--- src/rtl/fifo_drain_packer.sv ---
// fifo_drain_packer: pops a push/pop FIFO and packs RATIO words into one valid/ready beat.
// Optional partial-pack idle flush is enabled with FIFO_DRAIN_PACKER_TIMEOUT_EN.
module fifo_drain_packer #(
    parameter int MSBD    = 3,
    parameter int RATIO   = 4,
    parameter int MSBC    = 2,
    parameter int TIMEOUT = 8
) (
    input  logic                        clock,
    input  logic                        reset_n,
    input  logic [MSBD:0]               fifoDataOut,
    input  logic                        fifoEmpty,
    input  logic                        fifoFull,
    input  logic                        fifoPush,
    output logic                        pop,
    output logic [RATIO*(MSBD+1)-1:0]   outData,
    output logic                        outValid,
    input  logic                        outReady,
    output logic [MSBC:0]               outCount
);
    localparam int W  = MSBD + 1;
    localparam int BW = RATIO * W;
    localparam logic [MSBC:0] LAST_IDX = (MSBC+1)'(RATIO - 1);
    localparam logic [MSBC:0] FULL_CNT = (MSBC+1)'(RATIO);

    if (RATIO < 2 || (1 << (MSBC + 1)) <= RATIO || TIMEOUT < 1) begin : g_bad_params
        $error("fifo_drain_packer: invalid parameter combination");
    end

    typedef enum logic {FILL, STALL} state_t;

    state_t          state_q, state_d;
    logic [MSBC:0]   idx_q, idx_d;
    logic [BW-1:0]   pack_q, pack_d, pack_w;
    logic [BW-1:0]   out_data_q, out_data_d;
    logic            out_valid_q, out_valid_d;
    logic [MSBC:0]   out_count_q, out_count_d;
    logic            fill, taken, out_free, last, load, flush;

    assign fill     = (state_q == FILL);
    // a pop presented together with an accepted push is ignored by the FIFO
    assign taken    = pop & ~(fifoPush & ~fifoFull);
    assign out_free = ~out_valid_q | outReady;
    assign last     = taken & (idx_q == LAST_IDX);

    always_ff @(posedge clock or negedge reset_n) begin
        if (!reset_n) state_q <= FILL;
        else          state_q <= state_d;
    end

    always_comb begin
        state_d = fill ? ((last & ~out_free) ? STALL : FILL) : (out_free ? FILL : STALL);
    end

    always_comb begin
        pop = reset_n & ~fifoEmpty & fill;
    end

`ifdef FIFO_DRAIN_PACKER_TIMEOUT_EN
    localparam int IW = $clog2(TIMEOUT + 1);
    logic [IW-1:0] idle_q, idle_d;
    logic          idling;

    // flush fires on the cycle the idle count reaches TIMEOUT, or later if the output is busy
    always_comb begin
        idling = fill & ~taken & (idx_q != '0);
        flush  = idling & (idle_q >= IW'(TIMEOUT - 1)) & out_free;
        idle_d = (taken | flush) ? '0 :
                 (idling & (idle_q != IW'(TIMEOUT))) ? idle_q + 1'b1 : idle_q;
    end

    always_ff @(posedge clock or negedge reset_n) begin
        if (!reset_n) idle_q <= '0;
        else          idle_q <= idle_d;
    end
`else
    assign flush = 1'b0;
`endif

    always_comb begin
        pack_w = pack_q;
        if (taken) pack_w[int'(idx_q)*W +: W] = fifoDataOut;
    end

    always_comb begin
        load        = (fill ? last & out_free : out_free) | flush;
        idx_d       = load ? '0 : (taken ? idx_q + 1'b1 : idx_q);
        pack_d      = load ? '0 : pack_w;
        out_data_d  = load ? pack_w : out_data_q;
        out_count_d = load ? (flush ? idx_q : FULL_CNT) : out_count_q;
        out_valid_d = load | (out_valid_q & ~outReady);
    end

    always_ff @(posedge clock or negedge reset_n) begin
        if (!reset_n) begin
            idx_q       <= '0;
            pack_q      <= '0;
            out_data_q  <= '0;
            out_valid_q <= 1'b0;
            out_count_q <= '0;
        end else begin
            idx_q       <= idx_d;
            pack_q      <= pack_d;
            out_data_q  <= out_data_d;
            out_valid_q <= out_valid_d;
            out_count_q <= out_count_d;
        end
    end

    assign outData  = out_data_q;
    assign outValid = out_valid_q;
    assign outCount = out_count_q;
endmodule

--- config.mk ---
export PLATFORM = sky130hd
export DESIGN_NAME = fifo_drain_packer
export DESIGN_NICKNAME = d
export VERILOG_FILES = /design/src/rtl/fifo_drain_packer.sv
export SDC_FILE = /design/constraint.sdc
export NUM_CORES = 1
export LEC_CHECK = 0
export BUFFER_PORTS_ARGS = -buffer_cell sky130_fd_sc_hd__buf_2
export CORE_MARGIN = 2
export CORE_UTILIZATION = 55
export CTS_CLUSTER_DIAMETER = 200
export DETAILED_ROUTE_END_ITERATION = 8
export PLACE_DENSITY = 0.79
export REMOVE_ABC_BUFFERS = 1
export SLEW_MARGIN = 20
export SYNTH_ARGS = -nofsm -noshare
export SYNTH_HDL_FRONTEND = slang
export SYNTH_SLANG_ARGS = --single-unit
export TNS_END_PERCENT = 1
--- constraint.sdc ---
create_clock -name clock -period 2.3 [get_ports clock]
set_input_delay 0.46 -clock clock [delete_from_list [all_inputs] [get_ports clock]]
set_output_delay 0.46 -clock clock [all_outputs]
set_load 0.02 [all_outputs]
==> results.py, run 1 <==
metrics = {
    "synth": {
        "portion_of_the_post_synthesis_area_used_by_sequential_elements": 0.537,
        "yosys_warnings": 0,
        "post_synth_instance_area_sq_um": 1770,
        "synth-edff-count": 0,
        "async_flop_share": 1.00,
        "synthesized_area_fraction_occupied_by_ao_oa_aoi_and_oai_cells": 0.178,
        "fraction_of_the_mapped_netlist_area_in_adder_cells": 0.0283,
        "synth.lib_cells_used.distinct": 34,
        "postSynthRegisterBits": 38,
        "yosys.area_share.xor_xnor": 0.00495,
        "synth_flop_cell": "dfrtp_1",
        "syn_inst": 160,
        "synth_mux_area_frac": 0.0452,
        "synth-simple-area-share": 0.151,
        "synthesis.area_per_instance_sq_um": 11.1,
        "largest_family_of_logic_cells_by_synthesized_area": "compound AO/OA/AOI/OAI gates",
    },
    "worst_setup_path": {
        "path_cells": "inv_1 -> ha_1 -> ha_1 -> nor3b_2 -> nand4_1 -> mux2i_1 -> a21oi_1",
        "worstPathArrival_ns": 2.30,
        "critical_path.max_fanout": 4,
        "cp-start-kind": "register",
        "rr_worst_depth": 7,
        "startpoint_to_endpoint_class_of_the_critical_path": "register to register",
        "worst_path_largest_cell_delay_ns": 0.37,
        "cell_repeated_most_along_the_worst_path": "ha_1",
        "cp_data_required_time_ns": 2.52,
        "cp.buffers_inverters": 1,
        "critical_path_depth": 7,
        "timing.critical_path.slowest_stage_cell": "dfrtp_1",
        "crit_family": "simple AND/OR/NAND/NOR gates",
        "cp-end-kind": "register",
    },
    "floorplan": {
        "fp-row-count": 20,
        "initial_core_util": 0.580,
        "die-area_sq_um": 3690,
        "core_area_sq_um": 3050,
        "die_w_um": 60.7,
        "num_io_pins": 31,
        "floorplan.die.height_um": 60.7,
    },
    "power": {
        "sequential_share_of_power": 0.408,
        "vdd_drop_max_v": 0.000638,
        "cellPowerDensity_nw_per_um2": 1310,
        "cell_internal_pwr_mw": 1.61,
        "clkPwrFrac": 0.177,
        "logic_gate_share_of_total_power": 0.415,
        "leakage_nw": 1.00,
        "total_power_mw": 2.63,
        "switchingPower_mw": 1.02,
        "switching_share": 0.389,
    },
    "route": {
        "first_pass_iters": 4,
        "antenna_left": 0,
        "detailroute.wirelength.met2_um": 1710,
        "wirelength_met1_um": 1640,
        "num_vias": 1296,
        "routed_length_on_met3_um": 172,
        "avgViaCountPerCell": 5.51,
        "top_layer": "met4",
        "drt-total-wl_um": 3570,
        "wl_per_cell_um": 15.2,
        "drt_iter0_markers": 52,
        "drt_drc_violations_left": 0,
    },
    "run": {
        "cap_violations": 0,
    },
    "final_layout": {
        "final_core_util": 0.658,
        "final_net_count": 205,
        "diodes": 0,
        "fillCellCount": 260,
        "syn2layout_area_growth_pct": 13.4,
        "drive_gt1_frac": 0.277,
    },
    "place": {
        "dpl_worst_slack_ns": 0.250,
        "globalplace.congestion": 0.952,
        "port_buffers": 28,
        "dpl.hpwl_um": 2570,
    },
    "grt": {
        "global_route_wire_length_before_repair_um": 5990,
        "first_global_vias": 1308,
        "number_of_antenna_violations_at_the_first_check_in_global_routing": 0,
        "grt_start_max_net_pins": 37,
        "grt-ovfl-total": 0,
        "grt_total_usage": 0.229,
    },
    "clocking": {
        "clock_path_buffers": 2,
        "clk_transition_reported_paths_ns": 0.11,
        "cts_root_buffer": "clkbuf_4",
        "latest_clock_arrival_within_the_worst_skew_pair_ns": 0.35,
        "cts_setup_buffers": 0,
        "cts-buffers-inserted": 5,
        "clock_sinks": 38,
        "tritoncts": "done",
        "h-tree-depth": 2,
    },
    "hold_path": {
        "min-delay-path-class": "primary input to register",
        "holdPathStages": 3,
    },
    "sta": {
        "timing.fmax_ghz": 0.481,
        "post-route-min-period_ns": 2.08,
        "setup_violations": 0,
        "count_of_final_max_slew_check_failures": 0,
        "fin_tns_setup_ns": 0,
        "timing.final.crit_share": 0.905,
        "fin_ws_ns": 0.219,
        "setup_repair_after_global_routing_missed_its_margin": "no",
        "final.setup_skew_ns": 0.00608,
        "final-hold-violation-count": 0,
    },
    "status": {
        "run_status": "complete, no violations",
    },
}
-- Yosys cell counts, types with 2 or more instances --
cell type,number,area share
dfrtp_1,38,0.54
a21oi_1,27,0.076
nor2_1,13,0.028
a31oi_1,8,0.028
mux2i_1,8,0.045
o21ai_0,7,0.020
a21oi_2,6,0.030
nand4_1,6,0.021
buf_6,5,0.032
nand3_1,5,0.014
ha_1,4,0.028
nand2_1,4,0.0085
inv_1,3,0.0064
buf_4,2,0.0085
clkbuf_1,2,0.0042
nand2b_1,2,0.0071
nand3b_1,2,0.0085
nor3b_2,2,0.014
-- cells by family after synthesis --
logic type / after synthesis
compound gates: 52
xor+xnor: 1
fa+ha+maj: 4
buf+inv: 13
flops: 38
mux: 8
other cells: 1
simple gates: 43
-- final cells by class --
type	instances	area (sq um)	share of cell area
Clock buffer	6	51.3	0.0255
Clock inverter	1	30.0	0.0150
Inverter	3	11.3	0.00561
Multi-Input combinational cell	110	729	0.363
Sequential cell	38	951	0.474
Tap cell	44	55.1	0.0274
Timing Repair Buffer	33	180	0.0897
-- metal layers --
layer	vias up	global-route usage
met1	631	0.295
met5	-	0
met4	0	0.0901
met3	5	0.0640
li1	627	-
met2	33	0.369
-- state kept, by name (all words and copies together) (netlist names) --
| name | count |
|---|---|
| pack_q | 16 |
| outCount | 1 |
| state_q | 1 |
| outValid | 1 |
| outData | 16 |
| idx_q | 3 |
-- worst paths after layout --
kind	from	end	slack [ns]
max	idx_q[0]$_DFFE_PN0P_	outData[15]$_DFFE_PN0P_	0.22
min	fifoDataOut[0]	pack_q[8]$_DFF_PN0_	0.43
max reg2reg	idx_q[0]$_DFFE_PN0P_	outData[15]$_DFFE_PN0P_	0.22
max in group asynchronous	reset_n	outData[4]$_DFFE_PN0P_	1.37
min in group asynchronous	reset_n	outValid$_DFF_PN0_	0.44
min reg2reg	outCount[2]$_DFFE_PN0P_	outCount[2]$_DFFE_PN0P_	0.47
-- per-stage QoR --
stage	cells	instance area, sq um	hold WS, ns
2_1_floorplan	151	1690	0.164
3_3_place_gp	227	1920	0.267
3_5_place_dp	227	1920	0.272
4_1_cts	235	2010	0.416
5_1_grt	235	2010	0.420
6_report	235	2010	0.430
-- tightest hold or removal path, stage by stage --
cell and delay, ns:
buf_2 0.13, nand3_1 0.09, a21oi_1 0.06
-- what timing repair did --
action                                 in CTS  in global routing
gates resized for setup                     0                  0
hold buffers                                1                  0
endpoints found under the hold margin       1                  0
-- placed cells by master (no fill, tap or decap), types with 2 or more instances in the layout --
| cell type | instances |
|---|---|
| nand2b_1 | 2 |
| a21oi_1 | 27 |
| nand3b_1 | 2 |
| ha_1 | 4 |
| o21ai_0 | 7 |
| buf_2 | 28 |
| nand2_1 | 4 |
| inv_1 | 3 |
| nor3b_2 | 2 |
| nand4_1 | 6 |
| dfrtp_1 | 38 |
| buf_4 | 4 |
| a31oi_1 | 8 |
| clkbuf_4 | 5 |
| mux2i_1 | 8 |
| conb_1 | 2 |
| nand3_1 | 5 |
| a21oi_2 | 6 |
| nor2_1 | 13 |
-- power by group through the flow --
stage               logic, mW  clock network [mW]  registers [mW]
floorplan               0.554                   0            1.28
global placement         1.05                   0            1.07
detailed placement       1.09                   0            1.09
CTS                      1.10               0.474            1.08
global route             1.21               0.507            1.11
finish                   1.09               0.466            1.07
No activity file was read; power rests on OpenSTA's default activity.
==> run 2: changes to the inputs <==
--- a/config.mk
+++ b/config.mk
@@ -10,6 +10,7 @@
 export CORE_UTILIZATION = 55
 export CTS_CLUSTER_DIAMETER = 200
 export DETAILED_ROUTE_END_ITERATION = 8
+export MAX_ROUTING_LAYER = met4
 export PLACE_DENSITY = 0.79
 export REMOVE_ABC_BUFFERS = 1
 export SLEW_MARGIN = 20
==> run 2 against run 1 <==
Routed wire length down 0.31%. Fmax about the same. Global-route usage rose by 0.74 points. Register-to-register slack is essentially flat. Critical path depth unchanged. Highest routed layer unchanged. Sequential power about the same. Critical endpoint unchanged. Design area is the same. Total power is essentially flat. Sequential cell count is the same.
==> results.py, run 2 (synthesis gave the netlist of run 1 again) <==
metrics = {
    "power": {
        "leakage_nw": 1.00,
        "vdd_drop_max_v": 0.000638,
        "cellPowerDensity_nw_per_um2": 1310,
    },
    "sta": {
        "timing.fmax_ghz": 0.480,
        "fin_tns_setup_ns": 0,
        "timing.hold.ws_ns": 0.430,
        "post-route-min-period_ns": 2.08,
        "final.setup_skew_ns": 0.00619,
        "timing.final.crit_share": 0.906,
        "setup_repair_after_global_routing_missed_its_margin": "no",
        "count_of_final_max_slew_check_failures": 0,
        "setup_violations": 0,
        "final-hold-violation-count": 0,
    },
    "hold_path": {
        "min-delay-path-class": "primary input to register",
        "worst_hold_startpoint": "fifoDataOut[0]",
    },
    "floorplan": {
        "core_area_sq_um": 3050,
        "fp-row-count": 20,
        "die_w_um": 60.7,
        "floorplan.die.height_um": 60.7,
        "die-area_sq_um": 3690,
        "num_io_pins": 31,
        "initial_core_util": 0.580,
    },
    "grt": {
        "first_global_vias": 1311,
        "gr_peak_layer": "met2",
        "grt_total_usage": 0.236,
        "grt_start_max_net_pins": 37,
        "global_route_wire_length_before_repair_um": 5980,
        "grtUsageMet3": 0.0640,
        "use_met1": 0.295,
        "routing_usage_on_met2": 0.369,
        "grt-ovfl-total": 0,
        "number_of_antenna_violations_at_the_first_check_in_global_routing": 0,
    },
    "clocking": {
        "cts_root_buffer": "clkbuf_4",
        "latest_clock_arrival_within_the_worst_skew_pair_ns": 0.34,
        "h-tree-depth": 2,
        "cts_resized": 0,
        "clock_path_buffers": 2,
        "cts-buffers-inserted": 5,
        "tritoncts": "done",
        "clock_sinks": 38,
        "clk_transition_reported_paths_ns": 0.11,
    },
    "place": {
        "globalplace.congestion": 0.969,
        "placement.cell_area_sq_um": 1920,
        "dpl.hpwl_um": 2570,
        "port_buffers": 28,
    },
    "final_layout": {
        "final_core_util": 0.658,
        "syn2layout_area_growth_pct": 13.4,
        "most-common-layout-cells": "dfrtp_1, buf_2, a21oi_1",
        "final_common_cell": "dfrtp_1",
        "final_net_count": 205,
        "drive_gt1_frac": 0.277,
        "layout.cell_area.non_filler_sq_um": 2010,
        "diodes": 0,
        "fillCellCount": 260,
    },
    "route": {
        "wl_per_cell_um": 15.1,
        "num_vias": 1293,
        "drt_iter0_markers": 47,
        "drt-total-wl_um": 3560,
        "antenna_left": 0,
        "drt_drc_violations_left": 0,
        "first_pass_iters": 4,
        "avgViaCountPerCell": 5.50,
    },
    "worst_setup_path": {
        "cp-end-kind": "register",
        "worstPathArrival_ns": 2.30,
        "critical_path.max_fanout": 4,
        "startpoint_to_endpoint_class_of_the_critical_path": "register to register",
        "cp-start-kind": "register",
        "r2r-start": "idx_q[0]$_DFFE_PN0P_",
        "cp_data_required_time_ns": 2.52,
        "setup.worst_path.start": "idx_q[0]$_DFFE_PN0P_",
    },
    "status": {
        "run_status": "complete, no violations",
    },
    "run": {
        "cap_violations": 0,
    },
}
[run 2: cell counts in the layout (fill, tap and decap cells not counted)]
Identical to the previous run, type by type.
[run 2: repair_timing]
item | CTS | global route
buffers inserted | 0 | 0
hold endpoints to repair | 1 | 0
hold buffers | 1 | 0
[run 2: layout make-up]
| type | count | area (sq um) | area share |
|---|---|---|---|
| Sequential cell | 38 | 951 | 0.474 |
| Multi-Input combinational cell | 110 | 729 | 0.363 |
| Timing Repair Buffer | 33 | 180 | 0.0897 |
| Tap cell | 44 | 55.1 | 0.0274 |
| Clock buffer | 6 | 51.3 | 0.0255 |
| Clock inverter | 1 | 30.0 | 0.0150 |
| Inverter | 3 | 11.3 | 0.00561 |
[run 2: per-stage QoR]
step           cells  power (mW)  worst slack [ns]
2_1_floorplan    151        1.83             0.325
3_3_place_gp     227        2.12             0.318
3_5_place_dp     227        2.18             0.250
4_1_cts          235        2.65             0.223
5_1_grt          235        2.83            0.0290
6_report         235        2.63             0.217
[run 2: metal layers]
layer / share of wire / routed length [um]
met1: 0.46 / 1630
met2: 0.48 / 1710
met3: 0.045 / 159
met4: 0.014 / 50
met5: 0 / 0
[run 2: report_power, final]
part	leakage (nW)	internal (mW)	switching [mW]	total, mW
Clock	0.0443	0.253	0.213	0.466
Combinational	0.470	0.408	0.682	1.09
Sequential	0.488	0.948	0.126	1.07
Total	1.00	1.61	1.02	2.63
[run 2: final timing paths]
kind	to	slack [ns]	cells past startpoint
max	outData[15]$_DFFE_PN0P_	0.22	7
min	pack_q[8]$_DFF_PN0_	0.43	3
max reg2reg	outData[15]$_DFFE_PN0P_	0.22	7
min reg2reg	outCount[2]$_DFFE_PN0P_	0.47	1
max in group asynchronous	outData[4]$_DFFE_PN0P_	1.37	3
min in group asynchronous	outValid$_DFF_PN0_	0.44	2
[run 2: worst max-delay path, stage by stage (launching register included)]
cell     delay, ns
dfrtp_1       0.37
inv_1         0.06
ha_1          0.20
ha_1          0.33
nor3b_2       0.27
nand4_1       0.32
mux2i_1       0.31
a21oi_1       0.10
==> run 3: changes to the inputs <==
--- a/config.mk
+++ b/config.mk
@@ -8,11 +8,10 @@
 export BUFFER_PORTS_ARGS = -buffer_cell sky130_fd_sc_hd__buf_2
 export CORE_MARGIN = 2
 export CORE_UTILIZATION = 55
-export CTS_CLUSTER_DIAMETER = 200
+export CTS_CLUSTER_DIAMETER = 120
 export DETAILED_ROUTE_END_ITERATION = 8
 export MAX_ROUTING_LAYER = met4
 export PLACE_DENSITY = 0.79
-export REMOVE_ABC_BUFFERS = 1
 export SLEW_MARGIN = 20
 export SYNTH_ARGS = -nofsm -noshare
 export SYNTH_HDL_FRONTEND = slang
==> run 3 against run 2 <==
First-iteration DRC count rose by 4.3%. Total power fell by 1.7%. Register-to-register slack got worse by 0.02 ns. Routed wire length rose by 3.7%. Hold slack got worse by 0.35 ns. Utilization fell by 0.41 points. Non-clock buffer count fell by 1. Design area fell by 0.62%. Critical path depth did not move. Critical path type unchanged. Largest power group is now sequential cells.
==> results.py, run 3 (synthesis gave the netlist of run 1 again) <==
metrics = {
    "sta": {
        "fin_ws_ns": 0.195,
        "worst_pin_slew_ns": 0.536,
        "final.setup_skew_ns": 0.00923,
        "fin_tns_setup_ns": 0,
        "setup_repair_after_global_routing_missed_its_margin": "no",
        "timing.slew.headroom": 0.641,
        "final-hold-violation-count": 0,
        "timing.fmax_ghz": 0.475,
        "post-route-min-period_ns": 2.11,
        "timing.final.crit_share": 0.915,
        "setup_violations": 0,
        "count_of_final_max_slew_check_failures": 0,
    },
    "grt": {
        "global_route_wire_length_before_repair_um": 5940,
        "grt_start_max_net_pins": 37,
        "grt-ovfl-total": 0,
        "first_global_vias": 1190,
        "number_of_antenna_violations_at_the_first_check_in_global_routing": 0,
        "grt_total_usage": 0.234,
    },
    "clocking": {
        "latest_clock_arrival_within_the_worst_skew_pair_ns": 0.35,
        "clock_sinks": 38,
        "h-tree-depth": 2,
        "cts_root_buffer": "clkbuf_4",
        "clock_path_buffers": 2,
        "clk_transition_reported_paths_ns": 0.11,
        "cts_setup_buffers": 0,
        "tritoncts": "done",
        "cts_resized": 0,
        "cts-buffers-inserted": 5,
        "holdBufCountCts": 0,
    },
    "final_layout": {
        "diodes": 0,
        "final_net_count": 204,
        "drive_gt1_frac": 0.283,
        "final_common_cell": "dfrtp_1",
        "most-common-layout-cells": "dfrtp_1, buf_2, a21oi_1",
        "syn2layout_area_growth_pct": 12.7,
        "final_core_util": 0.654,
        "layoutNonFillerInstCount": 235,
    },
    "place": {
        "port_buffers": 28,
        "dpl.hpwl_um": 2650,
        "dpl_worst_slack_ns": 0.214,
        "placed_cells": 227,
        "globalplace.congestion": 0.851,
    },
    "worst_setup_path": {
        "timing.reg2reg.setup_slack_ns": 0.19,
        "crit_family": "simple AND/OR/NAND/NOR gates",
        "worst_path_largest_cell_delay_ns": 0.40,
        "cp.buffers_inverters": 1,
        "timing.critical_path.slowest_stage_cell": "dfrtp_1",
        "path_cells": "inv_1 -> ha_1 -> ha_1 -> nor3b_2 -> nand4_1 -> mux2i_1 -> a21oi_1",
        "startpoint_to_endpoint_class_of_the_critical_path": "register to register",
        "cp-end-kind": "register",
        "cell_repeated_most_along_the_worst_path": "ha_1",
        "cp_data_required_time_ns": 2.53,
        "critical_path.max_fanout": 4,
        "cp-start-kind": "register",
        "worstPathArrival_ns": 2.33,
    },
    "route": {
        "drt_drc_violations_left": 0,
        "first_pass_iters": 4,
        "drt_iter0_markers": 49,
        "wl_per_cell_um": 15.7,
        "drt-total-wl_um": 3690,
        "num_vias": 1337,
        "antenna_left": 0,
        "avgViaCountPerCell": 5.69,
    },
    "floorplan": {
        "fp-row-count": 20,
        "floorplan.die.height_um": 60.7,
        "initial_core_util": 0.580,
        "die-area_sq_um": 3690,
        "core_area_sq_um": 3050,
        "num_io_pins": 31,
        "die_w_um": 60.7,
    },
    "run": {
        "cap_violations": 0,
    },
    "hold_path": {
        "min-delay-path-class": "primary input to async pin",
    },
    "power": {
        "cellPowerDensity_nw_per_um2": 1300,
        "leakage_nw": 0.999,
        "vdd_drop_max_v": 0.000571,
    },
    "status": {
        "run_status": "complete, no violations",
    },
}
## run 3: path summary, 6_finish.rpt
path	start	cells past startpoint	endpoint
setup reg to reg	idx_q[1]$_DFFE_PN0P_	7	outData[7]$_DFFE_PN0P_
hold reg to reg	outCount[2]$_DFFE_PN0P_	1	outCount[2]$_DFFE_PN0P_
min in group clock	fifoDataOut[0]	3	pack_q[0]$_DFF_PN0_
hold / removal	reset_n	2	state_q$_DFF_PN0_
setup / recovery	idx_q[1]$_DFFE_PN0P_	7	outData[7]$_DFFE_PN0P_
max in group asynchronous	reset_n	2	outCount[2]$_DFFE_PN0P_
## run 3: worst register-to-register path: stages, from the launching register on
cell and delay (ns):
dfrtp_1 0.40, inv_1 0.06, ha_1 0.18, ha_1 0.33, nor3b_2 0.29, nand4_1 0.33
mux2i_1 0.30, a21oi_1 0.10
## run 3: final cells by class
class / instances / area, sq um
Clock buffer: 8 / 78.8
Fill cell: 271 / 1060
Inverter: 3 / 11.3
Multi-Input combinational cell: 110 / 729
Sequential cell: 38 / 951
Tap cell: 44 / 55.1
Timing Repair Buffer: 32 / 170
## run 3: metal layers
layer / share of wire / up-vias / GRT usage
li1: - / 629 / -
met1: 0.45 / 657 / 0.333
met2: 0.46 / 46 / 0.326
met3: 0.070 / 5 / 0.0576
met4: 0.014 / 0 / 0.0839
met5: 0 / - / -
## run 3: stage by stage
step                      total power, mW  hold slack [ns]  cell area [sq um]
after floorplan                      1.85            0.164               1770
after global placement               2.12            0.444               1920
after detailed placement             2.17            0.461               1920
after CTS                            2.59           0.0788               2000
after global routing                 2.77           0.0848               2000
final                                2.59           0.0811               2000
## run 3: power by group
part	leakage [nW]	total, mW	internal [mW]	switching (mW)
Combinational	0.466	1.08	0.406	0.677
Sequential	0.488	1.08	0.948	0.129
Clock	0.0446	0.425	0.209	0.217
